==> src/rtl/gpio_bank.sv <==
// Multi-port GPIO bank: 2-flop synchronized inputs, per-pin edge interrupts with W1C status, and a single-cycle register bus (ack one cycle after sel_i, no wait states).
// The optional per-pin debounce filter is built only when GPIO_DEBOUNCE_EN is defined.
module gpio_bank #(
  parameter int NUM_PORTS = 3,
  parameter int PORT_W    = 8,
  parameter int DEB_CYC   = 16
) (
  input  logic                        clk,
  input  logic                        rst,
  input  logic                        sel_i,
  input  logic                        we_i,
  input  logic [7:0]                  addr_i,
  input  logic [31:0]                 wdata_i,
  output logic [31:0]                 rdata_o,
  output logic                        ack_o,
  output logic                        irq_o,
  input  logic [NUM_PORTS*PORT_W-1:0] pad_in_i,
  output logic [NUM_PORTS*PORT_W-1:0] pad_out_o,
  output logic [NUM_PORTS*PORT_W-1:0] pad_oe_o
);

  localparam int N = NUM_PORTS * PORT_W;

  logic [NUM_PORTS-1:0][PORT_W-1:0] dir_q, out_q, ie_q, pol_q, stat_q;
  logic [NUM_PORTS-1:0][PORT_W-1:0] in_2d, in_d_q, stat_set, stat_clr;
  logic [N-1:0]  sync1_q, sync2_q, in_val;
  logic [2:0]    port_idx, reg_idx;
  logic          wr_en;
  logic [31:0]   rd_val, rdata_q;
  logic          ack_q;
  logic          unused_bits;

  assign port_idx = addr_i[7:5];
  assign reg_idx  = addr_i[4:2];
  assign wr_en    = sel_i & we_i;

  // Byte-lane address bits and data bits above PORT_W carry no meaning here.
  assign unused_bits = ^{addr_i[1:0], wdata_i, 32'(DEB_CYC)};

  always_ff @(posedge clk) begin
    if (rst) begin
      sync1_q <= '0;
      sync2_q <= '0;
      in_d_q  <= '0;
    end else begin
      sync1_q <= pad_in_i;
      sync2_q <= sync1_q;
      in_d_q  <= in_2d;
    end
  end

`ifdef GPIO_DEBOUNCE_EN
  localparam int CW = $clog2(DEB_CYC + 1);

  logic [CW-1:0] deb_cnt_q [N];
  logic [N-1:0]  deb_in_q;

  // IN only moves after DEB_CYC consecutive samples disagree with it.
  always_ff @(posedge clk) begin
    if (rst) begin
      deb_in_q <= '0;
      for (int i = 0; i < N; i++) deb_cnt_q[i] <= '0;
    end else begin
      for (int i = 0; i < N; i++) begin
        if (sync2_q[i] != deb_in_q[i]) begin
          if (deb_cnt_q[i] == CW'(DEB_CYC - 1)) begin
            deb_in_q[i]  <= sync2_q[i];
            deb_cnt_q[i] <= '0;
          end else begin
            deb_cnt_q[i] <= deb_cnt_q[i] + CW'(1);
          end
        end else begin
          deb_cnt_q[i] <= '0;
        end
      end
    end
  end

  assign in_val = deb_in_q;
`else
  assign in_val = sync2_q;
`endif

  assign in_2d = in_val;

  // Output pins never raise status; POL picks rising (1) or falling (0).
  assign stat_set = ~dir_q & ((pol_q & in_2d & ~in_d_q) | (~pol_q & ~in_2d & in_d_q));

  always_comb begin
    stat_clr = '0;
    for (int p = 0; p < NUM_PORTS; p++) begin
      if (wr_en && port_idx == 3'(p) && reg_idx == 3'd5) stat_clr[p] = wdata_i[PORT_W-1:0];
    end
  end

  always_comb begin
    rd_val = '0;
    if (addr_i[7:2] == 6'h3F) begin
      for (int p = 0; p < NUM_PORTS; p++) rd_val[p] = |(stat_q[p] & ie_q[p]);
    end else begin
      for (int p = 0; p < NUM_PORTS; p++) begin
        if (port_idx == 3'(p)) begin
          case (reg_idx)
            3'd0:    rd_val[PORT_W-1:0] = dir_q[p];
            3'd1:    rd_val[PORT_W-1:0] = out_q[p];
            3'd2:    rd_val[PORT_W-1:0] = in_2d[p];
            3'd3:    rd_val[PORT_W-1:0] = ie_q[p];
            3'd4:    rd_val[PORT_W-1:0] = pol_q[p];
            3'd5:    rd_val[PORT_W-1:0] = stat_q[p];
            default: rd_val = '0;
          endcase
        end
      end
    end
  end

  always_ff @(posedge clk) begin
    if (rst) begin
      dir_q   <= '0;
      out_q   <= '0;
      ie_q    <= '0;
      pol_q   <= '1;
      stat_q  <= '0;
      ack_q   <= 1'b0;
      rdata_q <= '0;
    end else begin
      ack_q   <= sel_i;
      rdata_q <= sel_i ? rd_val : '0;
      // Clear first, then set, so a same-cycle edge wins over W1C.
      stat_q  <= (stat_q & ~stat_clr) | stat_set;
      for (int p = 0; p < NUM_PORTS; p++) begin
        if (wr_en && port_idx == 3'(p)) begin
          case (reg_idx)
            3'd0:    dir_q[p] <= wdata_i[PORT_W-1:0];
            3'd1:    out_q[p] <= wdata_i[PORT_W-1:0];
            3'd3:    ie_q[p]  <= wdata_i[PORT_W-1:0];
            3'd4:    pol_q[p] <= wdata_i[PORT_W-1:0];
            default: ;
          endcase
        end
      end
    end
  end

  assign ack_o     = ack_q;
  assign rdata_o   = rdata_q;
  assign irq_o     = |(stat_q & ie_q);
  assign pad_out_o = out_q;
  assign pad_oe_o  = dir_q;

endmodule

==> config.mk <==
export PLATFORM = sky130hd
export DESIGN_NAME = gpio_bank
export DESIGN_NICKNAME = d
export VERILOG_FILES = /design/src/rtl/gpio_bank.sv
export SDC_FILE = /design/constraint.sdc
export NUM_CORES = 1
export LEC_CHECK = 0
export ABC_CLOCK_PERIOD_IN_PS = 1800
export CORE_ASPECT_RATIO = 1.2
export CORE_MARGIN = 3
export CORE_UTILIZATION = 50
export CTS_BUF_LIST = sky130_fd_sc_hd__clkbuf_4 sky130_fd_sc_hd__clkbuf_8
export DETAILED_ROUTE_END_ITERATION = 8
export HOLD_SLACK_MARGIN = 0.03
export PLACE_DENSITY_LB_ADDON = 0.1
export SKIP_LAST_GASP = 1
export SLEW_MARGIN = 20
export SYNTH_ARGS = -nofsm -noshare
export SYNTH_HDL_FRONTEND = slang
export SYNTH_SLANG_ARGS = --single-unit
==> constraint.sdc <==
create_clock -name clk -period 1.8 [get_ports clk]
set_input_delay 0.36 -clock clk [delete_from_list [all_inputs] [get_ports clk]]
set_output_delay 0.36 -clock clk [all_outputs]
set_load 0.01 [all_outputs]
==> metrics list, run 1 <==
* Total global routing track utilization: 28.2%
- DR pass1 iterations: 5
- STA classifies the critical path endpoint as an output port.
- The most used flip-flop cell after synthesis is sky130_fd_sc_hd__dfxtp_1.
- Share of final-layout standard cells stronger than drive strength 1: 22.5%
- The core region is 17000 um2.
- Summed over all layers, the global routing overflow is 0.
- The floorplan step defined a die boundary enclosing 19100 um2.
* Cts bufs inserted: 34
- Initial antenna violation count: 0
- After layout, the worst setup slack is -402 ps.
- The number of different library cells used by synthesis comes to 56.
* CP Data Arrival Time: 1840 ps
- After clock tree synthesis, the clock-pin slew on the worst setup and hold paths is 60 ps.
- Critical path capture point: irq_o
- Fin crit share: 122%
- Setup TNS: -402 ps
- Summed over all cells, the static leakage comes to 5.17 nW.
- Port buffering added 99 buffers.
- In the synthesized netlist, the number of instances is 954.
- The die is 127 um wide.
* Max frequency: 454 MHz
- The count of nets left with antenna violations once routing finished came out at 0.
- In this run the worst setup path begins at ie_q[15].
- Final routed DRC violation total: 0
- Entering global routing, the biggest net connects 112 pins.
- By count the netlist is led by 201 x sky130_fd_sc_hd__dfxtp_1, 115 x sky130_fd_sc_hd__nor2_1, 94 x sky130_fd_sc_hd__nor2b_1.
* Netlist area before placement: 8740 um2
- Total number of clock tree sinks: 201
* Area growth from synthesis to layout: 33.5%
* Unrepaired setup endpoints after global routing: yes
* Wirelength, routed: 27400 um
* Vias in the first global route: 7249
* Count of H-tree levels built during CTS: 2
- The floorplan has 52 rows.
- Data required, critical path: 1440 ps
* HPWL after detailed placement: 19200 um
- The routed design could run at a clock period as short as 2200 ps.
* Internal reg-to-reg setup slack: 60 ps
- For this design the ratio of total power to cell area is 826 nW/um2.
- Setup violations remaining at the end of the flow were counted as 1.
* # IOs: 150
- The number of slew-limit violations in the final report came to 0.
* Weighted congestion reported at the end of routability-driven placement: 0.945
- Clock root buffer: sky130_fd_sc_hd__clkbuf_8
* Via count: 7771
- Yosys warns: 0
- Max Clock Skew: 11.7 ps
- The run finished, with violations left.
- 1st-iter DRT viols: 660
- In this run the worst path has a maximum fanout of 2.
* Number of enable flip-flop cells after synthesis: 0
- Detailed-route wire length per cell: 19.3 um
- Clock latency on the worst-skew pair: 520 ps
* Wire length of the first global-routing pass: 41400 um
- Sequential cells were found to cover 46.0% of the synthesized design area.
- Post-synth top area cell: sky130_fd_sc_hd__dfxtp_1
- By area the synthesized netlist is led by sky130_fd_sc_hd__dfxtp_1 46%, sky130_fd_sc_hd__mux2i_1 7.7%, sky130_fd_sc_hd__nor2b_1 6.7%, sky130_fd_sc_hd__nor2_1 4.9%, sky130_fd_sc_hd__a21oi_1 4.8%.
* Yosys reg bits: 201
* Number of maximum-capacitance violations: 0
* Post-Synthesis Mean Instance Area: 9.17 um2
- Of all flip-flops after synthesis, the portion carrying an async set or reset was 0%.
* Startpoint of the worst register-to-register path: stat_q[4]
- Path type of the worst min-delay path: in -> reg
- TritonCTS built the clock tree.
* Maximum buffer depth of the clock tree: 3
- Area share of the largest cell type after synthesis: 46.0%
- Depth of the worst register-to-register path: 7
- Kind of start point of the critical path: flop
* Number of nets in the finished design: 1254
* Cell with the most instances after synthesis: sky130_fd_sc_hd__dfxtp_1
- Class of the most critical setup path: reg -> out
- In the routed layout, each cell is associated on average with a via count of 5.48.
* Ant diodes: 0
- The worst-case IR drop observed on VDD is 0.000720 V.
* Initial core utilization: 51.5%
- Die height: 151 um
- Fin util: 68.7%
- In this run the critical register-to-register path is captured at rdata_o[4].
* Final number of hold-violating endpoints: 0
* Failing checks: setup timing
[worst max-delay path, cell delays in order (launching register included)]
cell	delay (ps)
sky130_fd_sc_hd__dfxtp_2	330
sky130_fd_sc_hd__a22oi_2	230
sky130_fd_sc_hd__nand4_1	210
sky130_fd_sc_hd__or3_1	400
sky130_fd_sc_hd__buf_2	150
[stage by stage]
| stage | hold WS, ps | setup slack [ps] | instances | instance area (um2) | power (mW) |
|---|---|---|---|---|---|
| floorplan | 414 | 122 | 977 | 8830 | 5.19 |
| global placement | 417 | -691 | 1364 | 11000 | 5.64 |
| detailed placement | 420 | -571 | 1364 | 11000 | 5.65 |
| CTS | 122 | -396 | 1418 | 11600 | 9.71 |
| global route | 135 | -494 | 1418 | 11700 | 10.0 |
| finish | 148 | -402 | 1418 | 11700 | 9.64 |
[kinds of logic (layout without fill, tap and decap cells)]
| group | count (synthesis) | in the layout | synth area share [%] |
|---|---|---|---|
| other | 1 | 24 | 0.0429 |
| flip-flops | 201 | 201 | 46.0 |
| multiplexers | 94 | 94 | 11.7 |
| AO/OA/AOI/OAI | 183 | 183 | 13.9 |
| AND/OR/NAND/NOR | 384 | 384 | 22.6 |
| buffers and inverters | 91 | 316 | 5.78 |
[how the worst min path moves through the flow]
stage	to	from	cells after the start
4_1_cts	ie_q[23]	rst	2
5_1_grt	stat_q[16]	rst	2
2_1_floorplan	in_2d[0]	sync1_q[0]	1
6_report	ie_q[23]	rst	2
3_5_place_dp	in_2d[21]	sync1_q[21]	1
3_3_place_gp	in_2d[21]	sync1_q[21]	1
[cell usage in the layout (no fill, tap or decap), types with 12 or more instances in the layout]
cell and n:
sky130_fd_sc_hd__dfxtp_1 193, sky130_fd_sc_hd__buf_4 137, sky130_fd_sc_hd__nor2_1 115, sky130_fd_sc_hd__nor2b_1 94, sky130_fd_sc_hd__nand2_1 86, sky130_fd_sc_hd__a21oi_1 84, sky130_fd_sc_hd__mux2i_1 67, sky130_fd_sc_hd__clkdlybuf4s50_1 44
sky130_fd_sc_hd__clkbuf_8 41, sky130_fd_sc_hd__dlygate4sd2_1 39, sky130_fd_sc_hd__nand3_1 28, sky130_fd_sc_hd__a22oi_1 27, sky130_fd_sc_hd__nand3b_1 26, sky130_fd_sc_hd__a211o_1 25, sky130_fd_sc_hd__conb_1 24, sky130_fd_sc_hd__mux2_2 23
sky130_fd_sc_hd__buf_12 17, sky130_fd_sc_hd__dlymetal6s2s_1 12
[flip-flops by register name, indices dropped and copies added (netlist names)]
signal     cells
ack_o          1
ie_q          24
in_2d         24
in_d_q        24
pad_oe_o      24
pad_out_o     24
pol_q         24
rdata_o        8
stat_q        24
sync1_q       24
[area by class of cell]
| cell class | count | area, um2 |
|---|---|---|
| clock buffers | 45 | 594 |
| clock inverters | 7 | 72.6 |
| fillers | 1402 | 5310 |
| inverters | 11 | 41.3 |
| multi-input cells | 685 | 4330 |
| flip-flops and latches | 201 | 4030 |
| well taps | 216 | 270 |
| repair buffers | 253 | 2330 |
[repair_timing]
| item | in CTS | in global routing |
|---|---|---|
| setup endpoints to repair | 42 | 16 |
| pin swaps | 4 | 3 |
| hold buffers | 0 | 0 |
| setup buffers | 2 | 0 |
| resized for setup | 55 | 17 |
[layer usage]
metal  track usage [%]  vias to the layer above  share of wire (%)
met5                 0                        -                  0
met4              8.15                        0                2.1
met3              4.87                       38                7.4
met2              44.5                      315                 46
met1              39.9                     3675                 45
li1                  -                     3743                  -
[where the power goes]
group	switching (mW)	total, mW	internal, mW
registers	0.0705	4.63	4.56
clock network	1.79	4.07	2.28
logic	0.492	0.941	0.449
Note: power is estimated with default switching activity, not from simulation.
==> inputs of run 2 (changes only) <==
Settings changed: ABC_CLOCK_PERIOD_IN_PS 1800 to 2400, CORE_UTILIZATION 50 to 55.
Clock period 1.8 ns to 2.4 ns, I/O delays scaled along.
==> metrics list, run 2 (synthesis results as in run 1) <==
- The register-to-register setup slack is 610 ps (was 60 ps).
* Status: complete, no violations (was complete, but fails checks)
* Most frequent standard cell in the layout excluding fill and tap cells: sky130_fd_sc_hd__dfxtp_1 (unchanged)
- The total setup violations reported at the end of the flow is 0 (was 1).
- The worst path in the final design needs a cycle of 2380 ps, including I/O delays and setup.
- Setup TNS: 0 ps (was -402 ps)
* Share of final-layout standard cells stronger than drive strength 1: 16.1% (was 22.5%)
- The maximum number of pins on one net before global-route repair was 110 (was 112).
* Crit. End Element: output port (unchanged)
- Critical path capture point: irq_o (unchanged)
* Average vias per placed instance: 5.68 (was 5.48)
* Power share of the combinational group: 8.7% (was 9.8%)
* IR Drop Worst-Case VDD: 0.000415 V (was 0.000720 V)
- Clock latency on the worst-skew pair: 570 ps (was 520 ps)
* PortBufs: 99 (unchanged)
- The detailed-route DRC error count is 0 (unchanged).
- Clock root buffer: sky130_fd_sc_hd__clkbuf_8 (unchanged)
- The site row count was 49 (was 52).
- The global placement routability congestion was 0.929 (was 0.945).
- The maximum buffer depth of the clock tree was 3 (unchanged).
- Internal Pwr Total: 5.29 mW (was 7.29 mW)
- The critical setup path kind is reg -> out (unchanged).
- Unrepaired setup endpoints after global routing: yes (unchanged).
- The total inserted antenna cells was 0 (unchanged).
* Core region area: 15300 um2 (was 17000 um2)
* Total global routing track utilization: 27.7% (was 28.2%)
- Startpoint of the worst register-to-register path: in_2d[17] (was stat_q[4])
* Detailed-route wire length per cell: 18.4 um (was 19.3 um)
- Remaining antenna violation count after routing: 0 (unchanged)
* Switching power share of the total: 24.3% (was 24.4%)
- Cells after DPL: 1267 (was 1364)
- The die boundary width was 121 um (was 127 um).
- Number of pins exceeding their max-slew limit in the final report: 0 (unchanged)
- After layout, the worst path uses 99.0% of the clock period.
- Worst hold slack across all endpoints: 209 ps (was 148 ps)
- Path type of the worst min-delay path: in -> reg (unchanged)
- 1st-iter DRT viols: 798 (was 660)
* Initial antenna violation count: 0 (unchanged)
- The detailed placement HPWL is 17000 um (was 19200 um).
- Clock transition at the registers of the reported paths: 70 ps (was 60 ps)
* Number of non-filler instances in the completed layout: 1327 (was 1418)
* Final number of hold-violating endpoints: 0 (unchanged)
- Die area: 17500 um2 (was 19100 um2)
- The data arrival time of the critical path is 1900 ps (was 1840 ps).
* DR pass1 iterations: 5 (unchanged)
- Die height: 144 um (was 151 um)
* Hold buffers post-CTS: 0 (unchanged)
- The part of the power in the clock network was 41.7% (was 42.3%).
* Worst slew slack as a fraction of its limit: 44.0%
* Pwr dens: 640 nW/um2 (was 826 nW/um2)
- Sequential share of power: 49.7% (was 48.0%)
- CTS tree: yes (unchanged)
- Max frequency: 421 MHz
- The total via count after detailed routing came to 7541 (was 7771).
* Total number of clock tree sinks: 201 (unchanged)
- The critical path startpoint category is a flop (unchanged).
- The depth of the worst register-to-register path was 6 (was 7).
- The post-layout net count is 1166 (was 1254).
* Biggest fanout along the worst timing path: 3 (was 2)
- Post-Place Worst Slack: -34.0 ps (was -571 ps)
* Reported net switching power: 1.70 mW (was 2.35 mW)
- The final routed wirelength across all metal layers came to 24400 um (was 27400 um).
* # IOs: 150 (unchanged)
* Leading cell types in the layout, fill and taps excluded: 200 x sky130_fd_sc_hd__dfxtp_1, 115 x sky130_fd_sc_hd__nor2_1, 95 x sky130_fd_sc_hd__clkdlybuf4s50_1 (was 193 x sky130_fd_sc_hd__dfxtp_1, 137 x sky130_fd_sc_hd__buf_4, 115 x sky130_fd_sc_hd__nor2_1)
* Count of H-tree levels built during CTS: 1 (was 2)
* Data required, critical path: 1920 ps (was 1440 ps)
* Grt total ovfl: 0 (unchanged)
* Worst-Margin Slew: 840 ps
- Static Leakage: 4.29 nW (was 5.17 nW)
* Vias in the first global route: 6908 (was 7249)
* Number of maximum-capacitance violations: 0 (unchanged)
- The critical path launch point was stat_q[15] (was ie_q[15]).
* Cts bufs inserted: 31 (was 34)
- Area growth from synthesis to layout: 24.8% (was 33.5%)
- Initial core utilization: 57.3% (was 51.5%)
* Worst reg2reg path endpoint: rdata_o[1] (was rdata_o[4])
- Final critical-path setup slack: 23.9 ps (was -402 ps)
* Max Clock Skew: 13.6 ps (was 11.7 ps)
* Wire length of the first global-routing pass: 38100 um (was 41400 um)
-- run 2: area by class of cell --
type / instances / area (um2)
multi-input cells: 685 / 4320
clock inverters: 9 / 50.0
fillers: 1206 / 4350
flip-flops and latches: 201 / 4030
well taps: 204 / 255
clock buffers: 49 / 606
repair buffers: 168 / 1620
inverters: 11 / 41.3
-- run 2: worst max-delay path, cell delays in order, from the launching register on --
cell                      delay [ps]
sky130_fd_sc_hd__dfxtp_1         340
sky130_fd_sc_hd__a22oi_2         250
sky130_fd_sc_hd__nand4_1         190
sky130_fd_sc_hd__or3_1           410
sky130_fd_sc_hd__buf_2           150
-- run 2: through the flow --
stage | area [um2] | power, mW | utilization, %
2_1_floorplan | 8830 | 3.89 | -
3_3_place_gp | 10200 | 4.13 | 67.0
3_5_place_dp | 10200 | 4.13 | 67.0
4_1_cts | 10900 | 7.02 | 71.5
5_1_grt | 10900 | 7.23 | 71.5
6_report | 10900 | 6.99 | 71.5
-- run 2: how the worst min path moves through the flow --
| stage | slack, ps | startpoint | end | cells after the start |
|---|---|---|---|---|
| global placement | 420 | sync1_q[19] | in_2d[19] | 1 |
| floorplan | 410 | sync1_q[0] | in_2d[0] | 1 |
| detailed placement | 420 | sync1_q[3] | in_2d[3] | 1 |
| finish | 210 | rst | ack_o | 2 |
| CTS | 180 | rst | ack_o | 2 |
| global route | 200 | rst | ack_o | 2 |
-- run 2: metal layers --
metal | wire, um | vias up | part of all wire (%) | global-route usage (%)
met5 | 0 | - | 0 | 0
met4 | 588 | 0 | 2.4 | 8.59
met3 | 2070 | 43 | 8.5 | 4.15
met2 | 11100 | 341 | 46 | 43.7
met1 | 10700 | 3590 | 44 | 39.4
li1 | - | 3567 | - | -
-- run 2: power groups by stage --
stage	clock network, mW	logic, mW	registers (mW)
after global routing	3.11	0.648	3.48
final	2.91	0.606	3.47
after CTS	2.96	0.596	3.47
after floorplan	0	0.370	3.52
after global placement	0	0.589	3.54
after detailed placement	0	0.594	3.54
-- run 2: what timing repair did --
item,CTS,global route
endpoints found under the setup margin,1,1
buffers inserted,2,0
pin swaps,5,3
gates resized for setup,7,1
